[config.mk]
export PLATFORM = sky130hd
export DESIGN_NAME = temporizador_regressivo_flat
export DESIGN_NICKNAME = d
export VERILOG_FILES = /design/src/rtl/temporizador_regressivo_pkg.sv /design/src/rtl/temporizador_regressivo_if.sv /design/src/rtl/temporizador_regressivo_divisor_tick.sv /design/src/rtl/temporizador_regressivo.sv /design/src/flat_wrapper.sv
export SDC_FILE = /design/constraint.sdc
export NUM_CORES = 1
export LEC_CHECK = 0
export BUFFER_PORTS_ARGS = -buffer_cell sky130_fd_sc_hd__buf_2
export CAP_MARGIN = 5
export CORE_ASPECT_RATIO = 0.75
export CORE_UTILIZATION = 56
export DETAILED_ROUTE_END_ITERATION = 12
export PLACE_DENSITY = 0.8
export SKIP_LAST_GASP = 1
export SYNTH_ARGS = -nofsm -noshare
export SYNTH_HDL_FRONTEND = slang
export SYNTH_SLANG_ARGS = --single-unit
export TNS_END_PERCENT = 30
[constraint.sdc]
create_clock -name clock -period 2.2 [get_ports clock]
set_input_delay 0.22 -clock clock [delete_from_list [all_inputs] [get_ports clock]]
set_output_delay 0.22 -clock clock [all_outputs]
set_load 0.1 [all_outputs]
[src/rtl/temporizador_regressivo_pkg.sv]
// Shared state encoding and default parameters for the down-counting timer.
package temporizador_regressivo_pkg;
    localparam logic [1:0] ST_IDLE  = 2'b00;
    localparam logic [1:0] ST_RUN   = 2'b01;
    localparam logic [1:0] ST_PAUSE = 2'b10;
    localparam logic [1:0] ST_DONE  = 2'b11;

    localparam int WIDTH_DEF    = 16;
    localparam int PRESCALE_DEF = 1;

    function automatic logic is_active(input logic [1:0] st);
        return (st == ST_RUN) || (st == ST_PAUSE);
    endfunction
endpackage

[src/rtl/temporizador_regressivo_if.sv]
// Control/data bundle between the game FSM (master) and the timer (slave).
interface temporizador_regressivo_if #(parameter int WIDTH = 16);
    logic             carrega;
    logic             inicia;
    logic             pausa;
    logic [WIDTH-1:0] D;
    logic [WIDTH-1:0] Q;
    logic             ativo;
    logic             zero;
    logic             fim;

    modport master (output carrega, inicia, pausa, D,
                    input  Q, ativo, zero, fim);
    modport slave  (input  carrega, inicia, pausa, D,
                    output Q, ativo, zero, fim);
endinterface

[src/rtl/temporizador_regressivo_divisor_tick.sv]
// Prescaler: counts enabled cycles 0..PRESCALE-1 and flags the wrapping cycle.
// o_tick is combinational so the owner can act on the same edge the counter wraps.
module divisor_tick #(
    parameter int PRESCALE = 1
) (
    input  logic clock,
    input  logic clr,
    input  logic i_sclr,
    input  logic i_en,
    output logic o_tick
);
    localparam logic [15:0] LAST = 16'(PRESCALE - 1);

    logic [15:0] r_cnt;
    logic        w_last;

    assign w_last = (r_cnt == LAST);
    assign o_tick = i_en && w_last;

    always_ff @(posedge clock or negedge clr) begin
        if (!clr) begin
            r_cnt <= '0;
        end else if (i_sclr) begin
            r_cnt <= '0;
        end else if (i_en) begin
            r_cnt <= w_last ? 16'd0 : r_cnt + 16'd1;
        end
    end
endmodule

[src/rtl/temporizador_regressivo.sv]
// Loadable down-counting timer: IDLE/RUN/PAUSE/DONE FSM, Q register, one-cycle fim pulse.
// Load has one edge of latency; fim is high the cycle after the edge that reaches zero.
module temporizador_regressivo
    import temporizador_regressivo_pkg::*;
#(
    parameter int WIDTH    = WIDTH_DEF,
    parameter int PRESCALE = PRESCALE_DEF
) (
    input  logic                       clock,
    input  logic                       clr,
    temporizador_regressivo_if.slave   bus
);
    logic [1:0]       r_state;
    logic [WIDTH-1:0] r_q;
    logic             r_fim;

    logic w_sclr;
    logic w_en;
    logic w_tick;
    logic w_dec;

    divisor_tick #(.PRESCALE(PRESCALE)) u_div (
        .clock  (clock),
        .clr    (clr),
        .i_sclr (w_sclr),
        .i_en   (w_en),
        .o_tick (w_tick)
    );

    // Leaving PAUSE counts on the same edge, so each paused cycle costs exactly one.
    always_comb begin
        w_sclr = 1'b0;
        w_en   = 1'b0;
        case (r_state)
            ST_IDLE:  w_sclr = bus.inicia;
            ST_RUN,
            ST_PAUSE: begin
                if (bus.carrega)     w_sclr = 1'b1;
                else if (!bus.pausa) w_en   = 1'b1;
            end
            default: ;
        endcase
    end

    assign w_dec = w_en && w_tick;

    always_ff @(posedge clock or negedge clr) begin
        if (!clr) begin
            r_state <= ST_IDLE;
            r_q     <= '0;
            r_fim   <= 1'b0;
        end else begin
            r_fim <= 1'b0;
            case (r_state)
                ST_IDLE: begin
                    if (bus.carrega) begin
                        r_q <= bus.D;
                        if (bus.inicia) begin
                            if (bus.D != '0) begin
                                r_state <= ST_RUN;
                            end else begin
                                r_state <= ST_DONE;
                                r_fim   <= 1'b1;
                            end
                        end
                    end else if (bus.inicia) begin
                        if (r_q != '0) begin
                            r_state <= ST_RUN;
                        end else begin
                            r_state <= ST_DONE;
                            r_fim   <= 1'b1;
                        end
                    end
                end
                ST_RUN, ST_PAUSE: begin
                    if (bus.carrega) begin
                        r_q <= bus.D;
                        if (r_state == ST_RUN && bus.D == '0) begin
                            r_state <= ST_DONE;
                            r_fim   <= 1'b1;
                        end
                    end else if (bus.pausa) begin
                        r_state <= ST_PAUSE;
                    end else begin
                        r_state <= ST_RUN;
                        if (w_dec) begin
                            // Saturate: a zero Q reloaded while paused expires instead of wrapping.
                            if (r_q <= WIDTH'(1)) begin
                                r_q     <= '0;
                                r_state <= ST_DONE;
                                r_fim   <= 1'b1;
                            end else begin
                                r_q <= r_q - WIDTH'(1);
                            end
                        end
                    end
                end
                default: begin
                    if (bus.carrega) begin
                        r_q     <= bus.D;
                        r_state <= ST_IDLE;
                    end
                end
            endcase
        end
    end

    assign bus.Q     = r_q;
    assign bus.ativo = is_active(r_state);
    assign bus.zero  = (r_q == '0);
    assign bus.fim   = r_fim;
endmodule

[src/flat_wrapper.sv]
// flat-port wrapper written by rule: the top's interface ports become plain ports
module temporizador_regressivo_flat import temporizador_regressivo_pkg::*;
#(
    parameter int WIDTH    = WIDTH_DEF,
    parameter int PRESCALE = PRESCALE_DEF
)
  (clock, clr, bus_carrega, bus_inicia, bus_pausa, bus_D, bus_Q, bus_ativo, bus_zero, bus_fim);
  temporizador_regressivo_if #(.WIDTH(WIDTH)) bus_i ();
  input  logic clock;
  input  logic clr;
  input wire logic [$bits(bus_i.carrega)-1:0] bus_carrega;
  input wire logic [$bits(bus_i.inicia)-1:0] bus_inicia;
  input wire logic [$bits(bus_i.pausa)-1:0] bus_pausa;
  input wire logic [$bits(bus_i.D)-1:0] bus_D;
  output wire logic [$bits(bus_i.Q)-1:0] bus_Q;
  output wire logic [$bits(bus_i.ativo)-1:0] bus_ativo;
  output wire logic [$bits(bus_i.zero)-1:0] bus_zero;
  output wire logic [$bits(bus_i.fim)-1:0] bus_fim;
  assign bus_i.carrega = bus_carrega;
  assign bus_i.inicia = bus_inicia;
  assign bus_i.pausa = bus_pausa;
  assign bus_i.D = bus_D;
  assign bus_Q = bus_i.Q;
  assign bus_ativo = bus_i.ativo;
  assign bus_zero = bus_i.zero;
  assign bus_fim = bus_i.fim;
  temporizador_regressivo #(.WIDTH(WIDTH), .PRESCALE(PRESCALE)) u_core (.clock(clock), .clr(clr), .bus(bus_i));
endmodule
# --- After elaboration in Yosys (flattened, before gate mapping) ---
# Cells that the tools add are included.
word_totals:
  latch_bits: 0
  mem_count: 0
  wordCells: 66
  regBits: 35
  input_bits: 21
  romBits: 0
  ram_bits: 0
  output_inout_bits: 19
classes:
  multipliers: 0
  order_cmp: 1
  n_bitwise: 0
  div_mod_pow: 0
  muxes: 37
  n_reduce_logical: 17
  add_sub_neg: 2
  eq_ne: 5
  n_shift: 0
op_table:
  columns: ["cell", "count"]
  rows:
  - ["2-to-1 mux 16 bit", 9]
  - ["logical NOT 16 bit", 3]
  - ["nonzero test 16 bit", 2]
  - ["2-to-1 mux 2 bit", 11]
  - ["adder 16 x 1 -> 16 bit (second input constant)", 1]
  - ["<= comparator 16 x 1 -> 1 bit (second input constant)", 1]
  - ["subtractor 16 x 1 -> 16 bit (second input constant)", 1]
  - ["2-to-1 mux 1 bit", 14]
  - ["AND reduction 3 bit", 2]
  - ["nonzero test 2 bit", 3]
  - ["!= test 2 bit (second input constant)", 2]
  - ["one-hot mux 1 bit (2 select lines)", 2]
  - ["one-hot mux 2 bit (2 select lines)", 1]
  - ["logical AND 1 bit", 3]
  - ["!= test 3 x 2 -> 1 bit (second input constant)", 1]
  - ["nonzero test 3 bit", 1]
  - ["== test 2 x 1 -> 1 bit (second input constant)", 1]
  - ["== test 2 bit (second input constant)", 1]
  - ["logical NOT 2 bit", 1]
  - ["OR reduction 2 bit", 1]
  - ["logical OR 1 bit", 1]

# --- Depth between registers and ports, before layout ---
logic_depth:
  ltp_word: 9
  ltp_mapped: 10
  ltp_nobuf: 7

# --- Modules after synthesis ---
# Synthesis repeated with hierarchy kept, for this count alone.
hier_totals:
  cells_unflattened: 266
  hier_area_um2: 2331.0
by_module_without_submodules:
  columns: ["mod", "seq_area_each_um2", "area_per_inst_um2", "cells_each", "instances"]
  rows:
  - ["temporizador_regressivo", 475.5, 1415.1, 167, 1]
  - ["divisor_tick", 400.4, 915.9, 99, 1]

# --- Worst setup path before layout ---
# OpenSTA, ideal clock, no wires.
synth_path:
  kind: "reg2reg"
  start: "reg u_core.r_state[0]"
  end: "reg u_core.u_div.r_cnt[10]"
  slack_ps: -459
  arrival_ps: 2537
  path_stages_with_launch: 10
  setup_time_ps: 121
  t_required_ps: 2079
  n_path_buf: 3
  period_less_slack_ps: 2659
  cell_sequence: "dfrtp_1 -> inv_1 -> ha_1 -> clkbuf_1 -> nand2b_1 -> buf_2 -> nor3_1 -> or2_2 -> buf_2 -> nor2_1"
synth_via:
  elab_chain_cells: 4
  word_cells_on_any_way: 8
  cone_classes: "2 x eq/ne; 3 x mux; 3 x reduce/logical"
synth_rtl:
  columns: ["item", "line_no", "text"]
  rows:
  - ["start: declaration", "temporizador_regressivo.sv:13", "logic [1:0] r_state;"]
  - ["start signal: assignment", "temporizador_regressivo.sv:49", "r_state <= ST_IDLE;"]
  - ["start signal: assignment", "temporizador_regressivo.sv:60", "r_state <= ST_RUN;"]
  - ["start signal: assignment", "temporizador_regressivo.sv:62", "r_state <= ST_DONE;"]
  - ["== test 2 bit or == test 2 x 1 -> 1 bit (tied branches)", "temporizador_regressivo.sv:34", "case (r_state)"]
  - ["OR reduction 2 bit", "temporizador_regressivo.sv:34", null]
  - ["one-hot mux 1 bit (2 select lines) or 2-to-1 mux 1 bit (tied branches)", "temporizador_regressivo.sv:34", null]
  - ["2-to-1 mux 16 bit or nonzero test 2 bit (tied branches)", null, null]
  - ["end signal: assignment", "temporizador_regressivo_divisor_tick.sv:26", "r_cnt <= w_last ? 16'd0 : r_cnt + 16'd1;"]
  - ["end: declaration", "temporizador_regressivo_divisor_tick.sv:14", "logic [15:0] r_cnt;"]
# Parallel ways exist; a longest one is shown, timed or not.
# A chain may end at the register's enable or synchronous reset.

# --- Final worst setup path ---
layout_path:
  start: "reg u_core.r_q[12] (netlist: u_core.bus.Q[12])"
  end: "reg u_core.r_q[6] (netlist: u_core.bus.Q[6])"
layout_via:
  elab_chain_cells: 6
layout_rtl:
  columns: ["item", "line_no", "text"]
  rows:
  - ["start: declaration", "temporizador_regressivo.sv:14", "logic [WIDTH-1:0] r_q;"]
  - ["start signal: assignment", "temporizador_regressivo.sv:57", "r_q <= bus.D;"]
  - ["start signal: assignment", "temporizador_regressivo.sv:77", "r_q <= bus.D;"]
  - ["start signal: assignment", "temporizador_regressivo.sv:93", "r_q <= r_q - WIDTH'(1);"]
  - ["<= comparator 16 x 1 -> 1 bit", "temporizador_regressivo.sv:88", "if (r_q <= WIDTH'(1)) begin"]
  - ["2-to-1 mux 16 bit", "temporizador_regressivo.sv:88", null]
  - ["2-to-1 mux 16 bit", "temporizador_regressivo.sv:86", "if (w_dec) begin"]
  - ["2-to-1 mux 16 bit", "temporizador_regressivo.sv:82", "end else if (bus.pausa) begin"]
  - ["2-to-1 mux 16 bit", "temporizador_regressivo.sv:76", "if (bus.carrega) begin"]
  - ["2-to-1 mux 16 bit", null, null]
# Every way passes these cells. The select of a mux whose other input is x is not followed.

==> impl_metrics.csv <==
group,metric,value,unit
worst_setup_path,path_cells,"nor3_1 > nand4_1 > o21ba_2 > a32o_1 > a22o_1",
worst_setup_path,start_kind,"flip-flop",
logic_synthesis,synth_area_leaders,"dfrtp_1 (38%), ha_1 (4.3%), xor2_1 (3.8%)",
grt,grt_pass1_wl,10.4,mm
worst_setup_path,crit_slowest_cell,"dfrtp_1",
route,ant_nets,0,
final_layout,final_cells,369,
route,dr.pass1.iters,5,
final_layout,nNetsFinal,345,
logic_synthesis,synthSimpleGateAreaFrac,0.249,
grt,grt.total_usage,0.306,
sta,rsz0062_at_grt,"true",
worst_setup_path,reg2reg_from,"u_core.bus.Q[12]$_DFFE_PN0P_",
run_status,status,"complete, no violations",
logic_synthesis,synth-async-reset-ratio,1.00,
floorplanning,fp.coreArea,3830,µm²
job,maxCapViolCount,0,
logic_synthesis,yosysWarnings,0,
worst_setup_path,rr_endpoint,"u_core.bus.Q[6]$_DFFE_PN0P_",
sta,post-route-period-util,0.962,
logic_synthesis,synthTopCellsByCount,"dfrtp_1 (35), nand2_1 (23), nor2_1 (23)",
logic_synthesis,synth_fa_ha_area_frac,0.0429,
route,drt-wirelength-per-cell,17.0,µm
route,dr.first_iter.drc_count,258,
worst_setup_path,cpPeakStageDelay,0.44,ns
logic_synthesis,synth_compound_area_frac,0.216,
sta,finalMaxSlewViolations,0,
logic_synthesis,syn_area,2330,µm²
grt,grt_overflow,0,
worst_setup_path,r2r_cells,5,
logic_synthesis,synth_edf_count,0,
logic_synthesis,synth.net_count,292,
route,via_per_inst,6.40,
placed_design,dp_slack,0.0593,ns
placed_design,port_buffers,39,
sta,fin_skew,0.00818,ns
logic_synthesis,synth_seq_cells,35,
placed_design,dp_cells,361,
power_and_ir_drop,pwr_density_cell,1570,nW/µm²
cts,cts_inserted_buffers,5,
cts,cts_hold_buf,0,
sta,period_needed,2.12,ns
logic_synthesis,synth_top_area_frac,0.376,
floorplanning,die_h,57.9,µm
grt,grt_max_degree,36,
cts,clock_sinks,35,
worst_setup_path,r2r_slack,0.08,ns
cts,cts_max_level,2,
floorplanning,initial_core_util,0.609,
sta,finalHoldViolations,0,
logic_synthesis,synth_top_cell_by_area,"dfrtp_1",
worst_setup_path,crit_required,2.37,ns
logic_synthesis,muxShareOfSynthArea,0.0183,
hold_path,hp-class,"in2async",
power_and_ir_drop,leakage,0.00124,µW
logic_synthesis,syn_inst,263,
power_and_ir_drop,peakVddDrop,1.39,mV
worst_setup_path,worstPathArrival,2.28,ns
logic_synthesis,synth_xor_xnor_area_share,0.0413,
logic_synthesis,synth_most_common_cell,"dfrtp_1",
power_and_ir_drop,finalPower,4400,µW
worst_setup_path,path_class,"reg2reg",
logic_synthesis,ys.flop_type,"dfrtp_1",
logic_synthesis,syn_area_per_cell,8.86,µm²
cts,root_buffer,"clkbuf_8",
sta,worst_pin_slew,0.810,ns
sta,clock.fmax,472,MHz
cts,clk_path_buf_depth,2,
floorplanning,rows,19,
final_layout,drive_gt1_frac,0.274,
worst_setup_path,cp_max_fo,12,
cts,cts_setup_buffers,0,
cts,worst_skew_pair.late_latency,0.28,ns
logic_synthesis,synth_seq_area_share,0.376,
logic_synthesis,yosysUniqueCellTypes,51,
cts,ctsResizeCount,0,
sta,fin_ws,0.0834,ns
route,drc,0,
sta,slew-limit-headroom,0.460,
grt,first_global_vias,2062,
route,wirelength,6.29,mm
final_layout,num_antenna_cells,0,
logic_synthesis,synth_top_family_by_area,"simple AND/OR/NAND/NOR gates",
final_layout,areaGrowthSynthToFinish,20.5,%
worst_setup_path,cp-end-kind,"flip-flop",
placed_design,dp.final_hpwl,4.54,mm
route,num_vias,2361,
cts,cts_tree,"built",
floorplanning,die_area,4430,µm²
sta,setup_viol,0,
cts,clk_pin_slew,0.07,ns
placed_design,gp_congestion,0.948,
floorplanning,die_x,76.5,µm
grt,antenna_found_initial,0,
floorplanning,num_io_pins,40,
## flip-flops by register name, summed over array words and instances (netlist names)
register            count
u_core.bus.Q           16
u_core.u_div.r_cnt     16
u_core.bus.fim          1
u_core.r_state          2
## layer usage
| metal | global-route usage | routed length [µm] | vias up |
|---|---|---|---|
| met5 | 0 | 0 | - |
| met3 | 0.0551 | 515 | 4 |
| met1 | 0.482 | 3100 | 1142 |
| li1 | - | - | 1099 |
| met2 | 0.425 | 2620 | 116 |
| met4 | 0.0852 | 51 | 0 |
## through the flow
stage               utilization  TNS [ns]  hold slack [ns]  instance area (µm²)
floorplan                     -    -0.794          -0.0756                 2360
global placement          0.706         0            0.354                 2700
detailed placement        0.706         0            0.354                 2700
CTS                       0.733         0           0.0450                 2800
global route              0.734  -0.00195           0.0918                 2810
finish                    0.734         0           0.0216                 2810
## power breakdown
part / internal, µW / switching, µW / total [µW]
clock: 286 / 229 / 515
sequential: 815 / 226 / 1040
combinational: 727 / 2120 / 2840
total: 1830 / 2570 / 4400
## cells in the final DEF (no fill, tap or decap), types with 3 or more instances in the layout
cell / synthesis / final
buf_2: 4 / 38
dfrtp_1: 35 / 29
nand2_1: 23 / 23
nor2_1: 23 / 23
buf_4: 3 / 21
o21ai_0: 14 / 14
inv_1: 13 / 12
nor3_1: 11 / 11
nor4_1: 11 / 11
nand4_1: 11 / 11
xor2_1: 10 / 10
nand3_1: 8 / 8
a21oi_1: 8 / 7
ha_1: 8 / 7
clkbuf_8: 0 / 7
a31oi_1: 6 / 6
o2bb2ai_1: 6 / 6
dfrtp_2: 0 / 6
a22o_1: 5 / 5
nand2b_1: 4 / 4
a32oi_1: 4 / 4
and4_1: 3 / 3
a22oi_1: 3 / 3
o22ai_1: 3 / 3
o31ai_1: 3 / 3
a221oi_1: 3 / 3
and3_1: 3 / 3
## area by class of cell
cell class,instances,area [µm²]
fillers,315,1020
inverters,13,52.6
multi-input cells,201,1340
clock buffers,8,100
well taps,52,65.1
flip-flops and latches,35,883
repair buffers,60,368
## worst max-delay path by stage
| stage | endpoint | slack [ns] | startpoint | cells after the start |
|---|---|---|---|---|
| final | u_core.bus.Q[6]$_DFFE_PN0P_ | 0.08 | u_core.bus.Q[12]$_DFFE_PN0P_ | 5 |
| after CTS | u_core.bus.Q[13]$_DFFE_PN0P_ | 0.04 | u_core.u_div.r_cnt[1]$_DFFE_PN0P_ | 7 |
| after detailed placement | u_core.bus.Q[13]$_DFFE_PN0P_ | 0.06 | u_core.u_div.r_cnt[1]$_DFFE_PN0P_ | 7 |
| after global placement | u_core.bus.Q[14]$_DFFE_PN0P_ | 0.13 | u_core.u_div.r_cnt[0]$_DFFE_PN0P_ | 7 |
| after floorplan | u_core.bus.Q[13]$_DFFE_PN0P_ | -0.12 | u_core.bus.Q[7]$_DFFE_PN0P_ | 5 |
| after global routing | u_core.bus.Q[6]$_DFFE_PN0P_ | -0.002 | u_core.bus.Q[12]$_DFFE_PN0P_ | 5 |
## cells by family after synthesis
logic type,after synthesis
xor+xnor,11
fa+ha+maj,8
buf+inv,27
flops,35
simple gates,109
mux,4
compound gates,69
## critical path, delay by kind of cell (launching register included)
family          cells  cell delay, ns
flops               1            0.44
compound gates      3            0.88
simple gates        2            0.67
No activity file was read; power rests on OpenSTA's default activity.
